File: config.mk
export PLATFORM = sky130hd
export DESIGN_NAME = uart_tx_flat
export DESIGN_NICKNAME = d
export VERILOG_FILES = /design/src/rtl/uart_tx_if.sv /design/src/rtl/uart_tx.sv /design/src/flat_wrapper.sv
export SDC_FILE = /design/constraint.sdc
export NUM_CORES = 1
export LEC_CHECK = 0
export ABC_AREA = 1
export CAP_MARGIN = 20
export CELL_PAD_IN_SITES_DETAIL_PLACEMENT = 1
export CELL_PAD_IN_SITES_GLOBAL_PLACEMENT = 2
export CORE_MARGIN = 4
export CORE_UTILIZATION = 37
export DETAILED_ROUTE_END_ITERATION = 8
export GPL_TIMING_DRIVEN = 0
export PLACE_DENSITY = 0.78
export SLEW_MARGIN = 25
export SYNTH_ARGS = -nofsm -noshare
export SYNTH_HDL_FRONTEND = slang
export SYNTH_SLANG_ARGS = --single-unit
File: constraint.sdc
create_clock -name clk -period 2.5 [get_ports clk]
set_clock_uncertainty 0.2 [all_clocks]
set_input_delay 0.5 -clock clk [delete_from_list [all_inputs] [get_ports clk]]
set_output_delay 0.5 -clock clk [all_outputs]
set_load 0.03 [all_outputs]
File: src/rtl/uart_tx_if.sv
// Byte handshake between the upstream encoder and the UART transmitter.
// The encoder (master) offers uin_data/uin_valid, and the transmitter (slave) returns uin_ready.
interface uart_tx_if;
    logic [7:0] uin_data;
    logic       uin_valid;
    logic       uin_ready;

    modport master (output uin_data, output uin_valid, input uin_ready);
    modport slave  (input uin_data, input uin_valid, output uin_ready);
endinterface

File: src/rtl/uart_tx.sv
// 8N1 UART transmitter fed from a 4-entry byte FIFO.
// Overflow is sticky and clears only on reset.
module uart_tx #(
    parameter int unsigned CLKS_PER_BIT = 434
) (
    input  logic     clk,
    input  logic     n_rst,
    uart_tx_if.slave uin,
    output logic     tx,
    output logic     tx_busy,
    output logic     ovf
);

    localparam logic [1:0] IDLE  = 2'd0;
    localparam logic [1:0] START = 2'd1;
    localparam logic [1:0] DATA  = 2'd2;
    localparam logic [1:0] STOP  = 2'd3;

    localparam logic [15:0] BAUD_LAST = 16'(CLKS_PER_BIT - 1);

    logic [1:0]  state_q, state_d;
    logic [2:0]  count_q, count_d;
    logic [1:0]  rptr_q, rptr_d;
    logic [1:0]  wptr_q, wptr_d;
    logic [7:0]  mem_q [4];
    logic [7:0]  shift_q, shift_d;
    logic [15:0] baud_q, baud_d;
    logic [2:0]  bit_idx_q, bit_idx_d;
    logic        ovf_q, ovf_d;

    logic ready;
    logic push;
    logic pop;
    logic baud_end;

    // Readiness depends only on the registered count, so a same-edge pop never frees a slot.
    assign ready    = (count_q < 3'd4);
    assign push     = uin.uin_valid && ready;
    assign pop      = (state_q == IDLE) && (count_q != 3'd0);
    assign baud_end = (baud_q == BAUD_LAST);

    always_comb begin
        count_d = count_q;
        rptr_d  = rptr_q;
        wptr_d  = wptr_q;
        ovf_d   = ovf_q | (uin.uin_valid & ~ready);
        case ({push, pop})
            2'b10:   count_d = count_q + 3'd1;
            2'b01:   count_d = count_q - 3'd1;
            default: count_d = count_q;
        endcase
        if (push) wptr_d = wptr_q + 2'd1;
        if (pop)  rptr_d = rptr_q + 2'd1;
    end

    always_comb begin
        state_d   = state_q;
        shift_d   = shift_q;
        baud_d    = baud_q;
        bit_idx_d = bit_idx_q;
        case (state_q)
            IDLE: begin
                if (pop) begin
                    state_d = START;
                    shift_d = mem_q[rptr_q];
                    baud_d  = 16'd0;
                end
            end
            START: begin
                if (baud_end) begin
                    state_d   = DATA;
                    baud_d    = 16'd0;
                    bit_idx_d = 3'd0;
                end else begin
                    baud_d = baud_q + 16'd1;
                end
            end
            DATA: begin
                if (baud_end) begin
                    baud_d    = 16'd0;
                    shift_d   = {1'b0, shift_q[7:1]};
                    bit_idx_d = bit_idx_q + 3'd1;
                    if (bit_idx_q == 3'd7) state_d = STOP;
                end else begin
                    baud_d = baud_q + 16'd1;
                end
            end
            default: begin
                // STOP always returns to IDLE, which guarantees an idle-high cycle between frames.
                if (baud_end) begin
                    state_d = IDLE;
                    baud_d  = 16'd0;
                end else begin
                    baud_d = baud_q + 16'd1;
                end
            end
        endcase
    end

    always_ff @(posedge clk or negedge n_rst) begin
        if (!n_rst) begin
            state_q   <= IDLE;
            count_q   <= 3'd0;
            rptr_q    <= 2'd0;
            wptr_q    <= 2'd0;
            shift_q   <= 8'h00;
            baud_q    <= 16'd0;
            bit_idx_q <= 3'd0;
            ovf_q     <= 1'b0;
            for (int i = 0; i < 4; i++) mem_q[i] <= 8'h00;
        end else begin
            state_q   <= state_d;
            count_q   <= count_d;
            rptr_q    <= rptr_d;
            wptr_q    <= wptr_d;
            shift_q   <= shift_d;
            baud_q    <= baud_d;
            bit_idx_q <= bit_idx_d;
            ovf_q     <= ovf_d;
            if (push) mem_q[wptr_q] <= uin.uin_data;
        end
    end

    always_comb begin
        case (state_q)
            START:   tx = 1'b0;
            DATA:    tx = shift_q[0];
            default: tx = 1'b1;
        endcase
    end

    assign tx_busy       = (state_q != IDLE) || (count_q != 3'd0);
    assign ovf           = ovf_q;
    assign uin.uin_ready = ready;

endmodule

File: src/flat_wrapper.sv
// flat-port wrapper written by rule: the top's interface ports become plain ports
module uart_tx_flat 
#(
    parameter int unsigned CLKS_PER_BIT = 434
)
  (clk, n_rst, tx, tx_busy, ovf, uin_uin_data, uin_uin_valid, uin_uin_ready);
  uart_tx_if uin_i ();
  input  logic clk;
  input  logic n_rst;
  output logic tx;
  output logic tx_busy;
  output logic ovf;
  input wire logic [$bits(uin_i.uin_data)-1:0] uin_uin_data;
  input wire logic [$bits(uin_i.uin_valid)-1:0] uin_uin_valid;
  output wire logic [$bits(uin_i.uin_ready)-1:0] uin_uin_ready;
  assign uin_i.uin_data = uin_uin_data;
  assign uin_i.uin_valid = uin_uin_valid;
  assign uin_uin_ready = uin_i.uin_ready;
  uart_tx #(.CLKS_PER_BIT(CLKS_PER_BIT)) u_core (.clk(clk), .n_rst(n_rst), .uin(uin_i), .tx(tx), .tx_busy(tx_busy), .ovf(ovf));
endmodule
== After elaboration in Yosys (flattened, before gate mapping) ==
Index checks and enable logic that the tools add are counted.
Storage, ports and cells
  register bits after elaboration: 69
  latch bits: 0
  bits in writable memories: 0
  bits in read-only memories: 0
  bits of input ports: 11
  output and inout port bits: 4
  word-level logic and storage cells: 74
  memories kept: 0
Cells by class
  add/subtract/negate cells: 6
  multiply operators: 0
  divide/modulo/power cells: 0
  magnitude comparators: 4
  equal/unequal tests: 10
  shifts and indexed selects: 0
  mux-type cells: 23
  bitwise operators: 5
  reductions and logical operators: 14
Operator list (number)
  16-bit 2-to-1 mux: 3
  8-bit 2-to-1 mux: 5
  32-bit bitwise mux: 1
  16-bit by 1-bit adder with 16-bit output, second input constant: 1
  8-bit binary-select mux with 2-bit select: 1
  8-bit demux with 2-bit select: 1
  16-bit by 9-bit equality test with 1-bit output, second input constant: 1
  8-bit case mux with 2 select lines: 1
  3-bit case mux with 2 select lines: 2
  2-bit 2-to-1 mux: 5
  2-bit nonzero test: 5
  2-bit by 1-bit != test with 1-bit output, second input constant: 4
  3-bit by 1-bit adder with 3-bit output, second input constant: 2
  3-bit greater-or-equal comparator, second input constant: 2
  3-bit 2-to-1 mux: 2
  2-bit inverter with 3-bit output: 2
  2-bit case mux with 3 select lines: 1
  3-bit AND reduction: 2
  5-bit AND reduction: 1
  2-bit by 1-bit adder with 2-bit output, second input constant: 2
  2-bit by 1-bit equality test with 1-bit output, second input constant: 2
  2-bit equality test, second input constant: 2
  3-bit equality test, second input constant: 1
  1-bit logical AND: 3
  other kinds (10): 10

== Depth between registers and ports, before layout ==
Gate-level depths: netlist (run 1).
  word-level depth: 6
  depth in mapped cells: 10
  mapped depth without buffers: 10

== Least setup slack after synthesis (run 1) ==
Ideal clock, no wire load.
  path kind: reg2out
  start point: reg u_core.state_q[0]
  end point: out tx
  arrival time: 1.783 ns
  required time: 1.800 ns
  setup slack: 0.017 ns
  stages on the path, launching flop included: 6
  buffers on the path: 1
  cells stage by stage: dfrtp_1 > inv_1 > ha_1 > inv_1 > clkbuf_1 > o21ai_0
Between the ends
  word-level cells in the longest chain between the ends: 2
RTL lines
  start, declared: RTL line uart_tx.sv:21  | logic [1:0] state_q, state_d;
  start signal, assigned: RTL line uart_tx.sv:112  | state_q <= state_d;
  2-bit equality test or 2-bit by 1-bit equality test with 1-bit output (tied branches): RTL line uart_tx.sv:125  | case (state_q)
  1-bit case mux with 2 select lines *: RTL line uart_tx.sv:125
  end, declared: RTL line flat_wrapper.sv:10  | output logic tx;
Mark *: on every way between the ends. The rest lies on a longest branch, timed or not.

== Worst setup path after layout (run 1) ==
Ends and elaborated chain as after synthesis.

==> results of run 1 <==
## metal layers
metal  track usage (%)  vias to the layer above  part of all wire (%)
li1                  -                     1425                     -
met5                 0                        -                     0
met2              26.5                       20                    48
met4              6.19                        0                   1.2
met1              22.2                     1377                    49
met3              2.88                        8                   1.8
## metrics by stage
step	total power, mW	setup WS [ns]	utilization [%]	TNS (ns)	hold WS [ns]
global route	5.23	0.00799	43.8	0	0.310
floorplan	3.32	0.0173	-	0	0.00441
detailed placement	3.93	-0.538	41.5	-1.07	0.273
CTS	4.80	0.0120	43.6	0	0.291
global placement	3.84	-1.89	41.3	-130.84	0.262
finish	4.74	0.0962	43.8	0	0.280
## flip-flops by register name (all words and copies together) (netlist names)
| name | count |
|---|---|
| u_core.state_q | 2 |
| u_core.count_q | 3 |
| u_core.shift_q | 8 |
| u_core.ovf | 1 |
| u_core.wptr_q | 2 |
| u_core.mem_q | 32 |
| u_core.rptr_q | 2 |
| u_core.bit_idx_q | 3 |
| u_core.baud_q | 16 |
## where the power goes
group / internal (mW) / switching, mW
Sequential: 1.54 / 0.237
Combinational: 0.790 / 1.34
Clock: 0.410 / 0.426
Total: 2.74 / 2.00
## logic make-up after synthesis
logic type	after synthesis	synth area share (%)
AOI/OAI and AO/OA	79	12.6
xor gates and xnor gates	9	2.24
adders and majority gates	13	4.84
buffers and inverters	59	6.66
DFF	69	49.1
and+or+nand+nor	192	24.5
## timing repair
| item | in CTS | in global routing |
|---|---|---|
| hold endpoints to repair | 37 | 0 |
| buffers inserted | 2 | 0 |
| resized for setup | 15 | 3 |
| setup endpoints to repair | 2 | 2 |
| gates cloned | 0 | 0 |
| hold buffers | 1 | 0 |
| pin swaps | 1 | 0 |
## worst max path at each step
| stage | depth (start not counted) | slack [ns] | end |
|---|---|---|---|
| final | 5 | 0.1 | tx |
| after global routing | 6 | 0.008 | tx_busy |
| after CTS | 5 | 0.01 | tx |
| after detailed placement | 6 | -0.54 | tx |
| after global placement | 1 | -1.89 | u_core.wptr_q[1] |
| after floorplan | 5 | 0.02 | tx |
## cells in the final DEF (no fill, tap or decap), types with 5 or more instances in the layout
| master | n |
|---|---|
| nand2_1 | 108 |
| clkbuf_8 | 11 |
| nor2_2 | 6 |
| ha_1 | 10 |
| o21ai_0 | 58 |
| a21oi_2 | 9 |
| nor2_1 | 17 |
| nand3_1 | 43 |
| clkdlybuf4s50_1 | 11 |
| buf_2 | 5 |
| inv_1 | 42 |
| clkbuf_1 | 7 |
| xor2_1 | 6 |
| dfrtp_1 | 69 |
## final cells by class
cell class	instances	share of cell area (%)
sequential	69	42.7
clock buffer	12	3.84
inverter	47	4.52
clock inverter	4	0.557
multi-input combinational	293	38.8
tap	129	3.99
timing repair buffer	18	4.33
buffer	11	1.33
==> key figures, run 1 <==
Yosys
  – Area leader, netlist: dfrtp_1
  – Top cells by count, synth: nand2_1, dfrtp_1, o21ai_0, inv_1, nand3_1
  – Register area share after synthesis: 49.1%
  – Post-Syn Instances: 421
  – Post-synth cell types: 30
  – Syn Std Cell Area: 3510 sq um
  – Yosys reg bits: 69
  – Most frequent cell after synthesis: nand2_1
  – Main synth FF type: dfrtp_1
  – Mean post-synth cell area: 8.35 sq um
  – YS warnings: 0
  – Ys async rst share: 100%
  – Ranking of synthesized cells by area: dfrtp_1, nand2_1, o21ai_0, nand3_1, inv_1
  – Number of synthesized flops with an enable pin: 0
  – Post-synth net total: 445
  – Synth top area share: 49.1%

Worst setup path
  – Crit-path slowest cell: dfrtp_1
  – WP buf/inv: 2
  – Worst R2R Start: u_core.state_q[0]
  – R2R setup slack: 0.18 ns
  – Worst path max stage delay: 0.38 ns
  – Worst r2r path cells: 10
  – WP data required: 1.80 ns
  – Crit end category: output pin
  – Worst EP arrival: 1.70 ns
  – Largest delay share family, worst path: flip-flops
  – Reg2reg end: u_core.count_q[2]
  – Startpoint Class: flip-flop
  – Crit. Startpoint: u_core.state_q[0]
  – Crit Path Category: reg2out
  – CP cell instances: inv_1 -> ha_4 -> or2_2 -> o21ai_0 -> buf_4
  – Crit Path Max Fanout: 7

Run
  – Max Cap Viol: 0

Die
  – Die Width: 105 um
  – # IOs: 15
  – Initial Util: 38.0%
  – Placeable core area: 9240 sq um
  – Die area: 11100 sq um
  – # rows: 35
  – DIE HEIGHT: 105 um

Clock network
  – CTS Buf Count: 9
  – Clk sinks: 69
  – CTS clk-pin slew, worst paths: 0.07 ns
  – Clock root buffer: clkbuf_8
  – Clk_lat worst skew: 0.34 ns
  – CTS tree: done
  – H-tree Lvls: 3
  – Max Buffers Root-to-Sink: 2

Timing
  – # setup viols final: 0
  – Fin crit period: 2.40 ns
  – RSZ-0062 raised after global routing: no
  – Period utilisation layout: 96.2%
  – Final Hold Viols: 0
  – Worst Max-Slew Pin Slew: 0.586 ns
  – Relative slew slack: 61.0%
  – Fmax achieved: 416 MHz
  – Pins Over Slew Limit: 0

Power
  – Power per cell area: 1170 nW/um^2
  – Lkg Pwr: 1.90 nW
  – VDD IR max: 537 uV

Min path
  – Hold path start: u_core.count_q[0]
  – Hold Path End: u_core.count_q[0]
  – Hold path cells: 1
  – Hold Crit Class: reg2reg

GRT
  – Vias in the first global route: 2955
  – Largest net degree at the start of global routing: 39
  – First-pass GRT wire length: 14600 um
  – Initial antenna violation count: 0
  – Total grt overflow: 0
  – All-layer global routing usage: 16.5%

Detailed routing
  – Via/cell ratio: 4.85
  – Detailed-route wire length: 8320 um
  – Detailed-route wire length per cell: 14.3 um
  – 1st-pass router iterations: 4
  – DRC violation count after routing: 0
  – Routed Antenna Nets: 0
  – Iteration-0 DRC count of the detailed router: 56
  – Via count: 2830

Outcome
  – Status: finished, final reports clean

Place
  – Placement Cell Area: 3830 sq um
  – DP HPWL: 6280 um
  – I/O Buffers: 14
  – Final GP Congestion: 0.767
  – # placed instances: 565

Layout
  – Antenna cells: 0
  – Share of layout cells above drive strength 1: 12.8%
  – Fillers: 1130
  – Area grow syn2layout: 15.1%
  – Post-route cell area: 4050 sq um
  – Finished Layout Cells: 583
  – Final #Nets: 473
  – Sequential cell area: 1730 sq um
  – Area of the multi-input gates: 1570 sq um
Note: power is estimated with default switching activity, not from simulation.
==> run 2: changes to the inputs <==
--- a/config.mk
+++ b/config.mk
@@ -9,7 +9,7 @@
 export CAP_MARGIN = 20
 export CELL_PAD_IN_SITES_DETAIL_PLACEMENT = 1
 export CELL_PAD_IN_SITES_GLOBAL_PLACEMENT = 2
-export CORE_MARGIN = 4
+export CORE_MARGIN = 2
 export CORE_UTILIZATION = 37
 export DETAILED_ROUTE_END_ITERATION = 8
 export GPL_TIMING_DRIVEN = 0
==> run 2 against run 1 <==
Net effect:
- sequential power is essentially flat
- wire length decreased by 0.22%
- highest routed layer unchanged
- combinational power hardly changed
- register-to-register slack better by 0.07 ns
- die area fell by 7.4%
- maximum frequency about the same
- global-route usage up 2.1 points
- largest power group unchanged
- final cell count stayed put
- sequential share of layout area fell by 0.46 points
- first-iteration DRC count increased by 48%
- critical path depth did not move
- utilization is 0.47 points higher
==> key figures, run 2 (same netlist as run 1, synthesis figures left out) <==
Min path
  – Hold Crit Class: reg2reg (unchanged)

Detailed routing
  – Detailed-route wire length per cell: 14.2 um (was 14.3 um)
  – Detailed-route wire length: 8300 um (was 8320 um)
  – Iteration-0 DRC count of the detailed router: 83 (was 56)
  – Via count: 2816 (was 2830)
  – 1st-pass router iterations: 4 (unchanged)
  – DRC violation count after routing: 0 (unchanged)
  – Via/cell ratio: 4.83 (was 4.85)
  – Routed Antenna Nets: 0 (unchanged)

Worst setup path
  – Largest delay share family, worst path: flip-flops (unchanged)
  – WP data required: 1.80 ns (about the same)
  – Crit Path Category: reg2out (unchanged)
  – Startpoint Class: flip-flop (unchanged)
  – Worst path max stage delay: 0.38 ns (about the same)
  – Crit-path slowest cell: dfrtp_1 (unchanged)
  – CP cell instances: inv_1 -> ha_2 -> or2_2 -> o21ai_0 -> buf_4 (was inv_1 -> ha_4 -> or2_2 -> o21ai_0 -> buf_4)
  – Worst EP arrival: 1.70 ns (about the same)
  – WP buf/inv: 2 (unchanged)
  – Crit Path Max Fanout: 7 (unchanged)
  – Crit end category: output pin (unchanged)

Run
  – Max Cap Viol: 0 (unchanged)

Timing
  – WHS: 0.281 ns (was 0.280 ns)
  – RSZ-0062 raised after global routing: no (unchanged)
  – Relative slew slack: 64.3% (was 61.0%)
  – Period utilisation layout: 96.1% (was 96.2%)
  – Worst Max-Slew Pin Slew: 0.536 ns (was 0.586 ns)
  – Fmax achieved: 416 MHz (about the same)
  – Fin crit period: 2.40 ns (about the same)
  – # setup viols final: 0 (unchanged)
  – Pins Over Slew Limit: 0 (unchanged)
  – Final Hold Viols: 0 (unchanged)

Die
  – DIE HEIGHT: 101 um (was 105 um)
  – Placeable core area: 9240 sq um (unchanged)
  – # IOs: 15 (unchanged)
  – Die Width: 101 um (was 105 um)
  – # rows: 35 (unchanged)
  – Die area: 10300 sq um (was 11100 sq um)
  – Initial Util: 38.0% (unchanged)

Layout
  – Antenna cells: 0 (unchanged)
  – Final #Nets: 473 (unchanged)
  – Area grow syn2layout: 16.4% (was 15.1%)
  – Sequential cell area: 1730 sq um (unchanged)
  – Area of the multi-input gates: 1560 sq um (was 1570 sq um)
  – Final Util: 44.3% (was 43.8%)
  – Max reg flops: 32 (unchanged)
  – Leading cell type in the layout, fill and taps excluded: nand2_1 (unchanged)
  – Commonest cells after routing, fill and taps aside: nand2_1, dfrtp_1, o21ai_0, nand3_1, inv_1 (unchanged)
  – Regs by FF count: u_core.mem_q x32, u_core.baud_q x16, u_core.shift_q x8 (unchanged)
  – Fillers: 1110 (was 1130)
  – Share of layout cells above drive strength 1: 13.0% (was 12.8%)
  – Top reg by flops: u_core.mem_q (unchanged)

Clock network
  – Max Buffers Root-to-Sink: 2 (unchanged)
  – CTS tree: done (unchanged)
  – CTS clk-pin slew, worst paths: 0.08 ns (was 0.07 ns)
  – Clock root buffer: clkbuf_8 (unchanged)
  – Clk_lat worst skew: 0.35 ns (was 0.34 ns)
  – Clk sinks: 69 (unchanged)
  – CTS Buf Count: 9 (unchanged)
  – H-tree Lvls: 3 (unchanged)

GRT
  – Vias in the first global route: 3031 (was 2955)
  – Total grt overflow: 0 (unchanged)
  – Initial antenna violation count: 0 (unchanged)
  – Largest net degree at the start of global routing: 51 (was 39)
  – All-layer global routing usage: 18.6% (was 16.5%)
  – First-pass GRT wire length: 15000 um (was 14600 um)

Power
  – Part of the power in registers: 35.9% (was 37.4%)
  – Logic pwr share: 43.1% (was 44.9%)
  – Final Total Pwr: 4.91 mW (was 4.74 mW)
  – Switching share of total power: 41.3% (was 42.3%)
  – Sw power: 2.03 mW (was 2.00 mW)
  – P_int: 2.88 mW (was 2.74 mW)
  – Power per cell area: 1200 nW/um^2 (was 1170 nW/um^2)
  – VDD IR max: 373 uV (was 537 uV)
  – Lkg Pwr: 1.91 nW (was 1.90 nW)
  – Share of total power in the clock network: 21.0% (was 17.6%)

Place
  – I/O Buffers: 14 (unchanged)
  – Final GP Congestion: 0.792 (was 0.767)
  – DP HPWL: 6130 um (was 6280 um)

Outcome
  – Status: finished, final reports clean (unchanged)
## run 2: metal layers
metal  track usage, %  share of wire, %  vias to the layer above
met5                0                 0                        -
met1             25.3                50                     1352
li1                 -                 -                     1428
met3             2.90               1.8                       11
met4             6.03               1.5                        0
met2             30.5                47                       25
## run 2: timing repair
item | in CTS | in global routing
hold buffers | 1 | 0
hold endpoints to repair | 19 | 0
pin swaps | 1 | 0
resized for setup | 13 | 4
buffers inserted | 2 | 0
setup endpoints to repair | 2 | 2
## run 2: area by class of cell
type,instances,area share [%]
Clock buffer,9,3.03
Sequential cell,69,42.2
Multi-Input combinational cell,293,38.1
Buffer,11,1.32
Clock inverter,7,2.45
Timing Repair Buffer,18,4.47
Tap cell,129,3.95
Inverter,47,4.47
## run 2: worst reg2reg max path, cell delays in order, from the launching register on
cell	delay (ns)
dfrtp_1	0.40
inv_1	0.09
ha_2	0.25
nand2_1	0.09
inv_1	0.08
ha_1	0.14
inv_1	0.06
fa_1	0.38
a21oi_1	0.14
o21ai_0	0.12
xor2_1	0.16
## run 2: stage by stage
step	cells	area [sq um]	setup TNS, ns	setup WS, ns
after floorplan	421	3510	0	0.0173
after global placement	564	3810	-128.80	-1.86
after detailed placement	565	3840	-1.06	-0.504
after CTS	583	4090	-0.0646	-0.0646
after global routing	583	4090	0	0.00595
final	583	4090	0	0.0970
## run 2: path summary, 6_finish.rpt
check                                  startpoint             endpoint  slack, ns  depth (start not counted)
worst max-delay path            u_core.state_q[0]                   tx        0.1                          5
worst min-delay path            u_core.count_q[0]    u_core.count_q[0]       0.28                          1
worst max register to register  u_core.state_q[0]    u_core.count_q[2]       0.25                         10
worst min register to register  u_core.count_q[0]    u_core.count_q[0]       0.28                          1
max in group asynchronous                   n_rst     u_core.rptr_q[1]       1.17                          3
min in group asynchronous                   n_rst  u_core.bit_idx_q[0]       0.37                          2
## run 2: power by group through the flow
stage               clock [mW]  combinational, mW  sequential (mW)
finish                    1.03               2.12             1.76
global route              1.12               2.46             1.83
floorplan                    0               1.60             1.72
detailed placement           0               2.13             1.79
global placement             0               2.06             1.78
CTS                       1.06               2.17             1.77
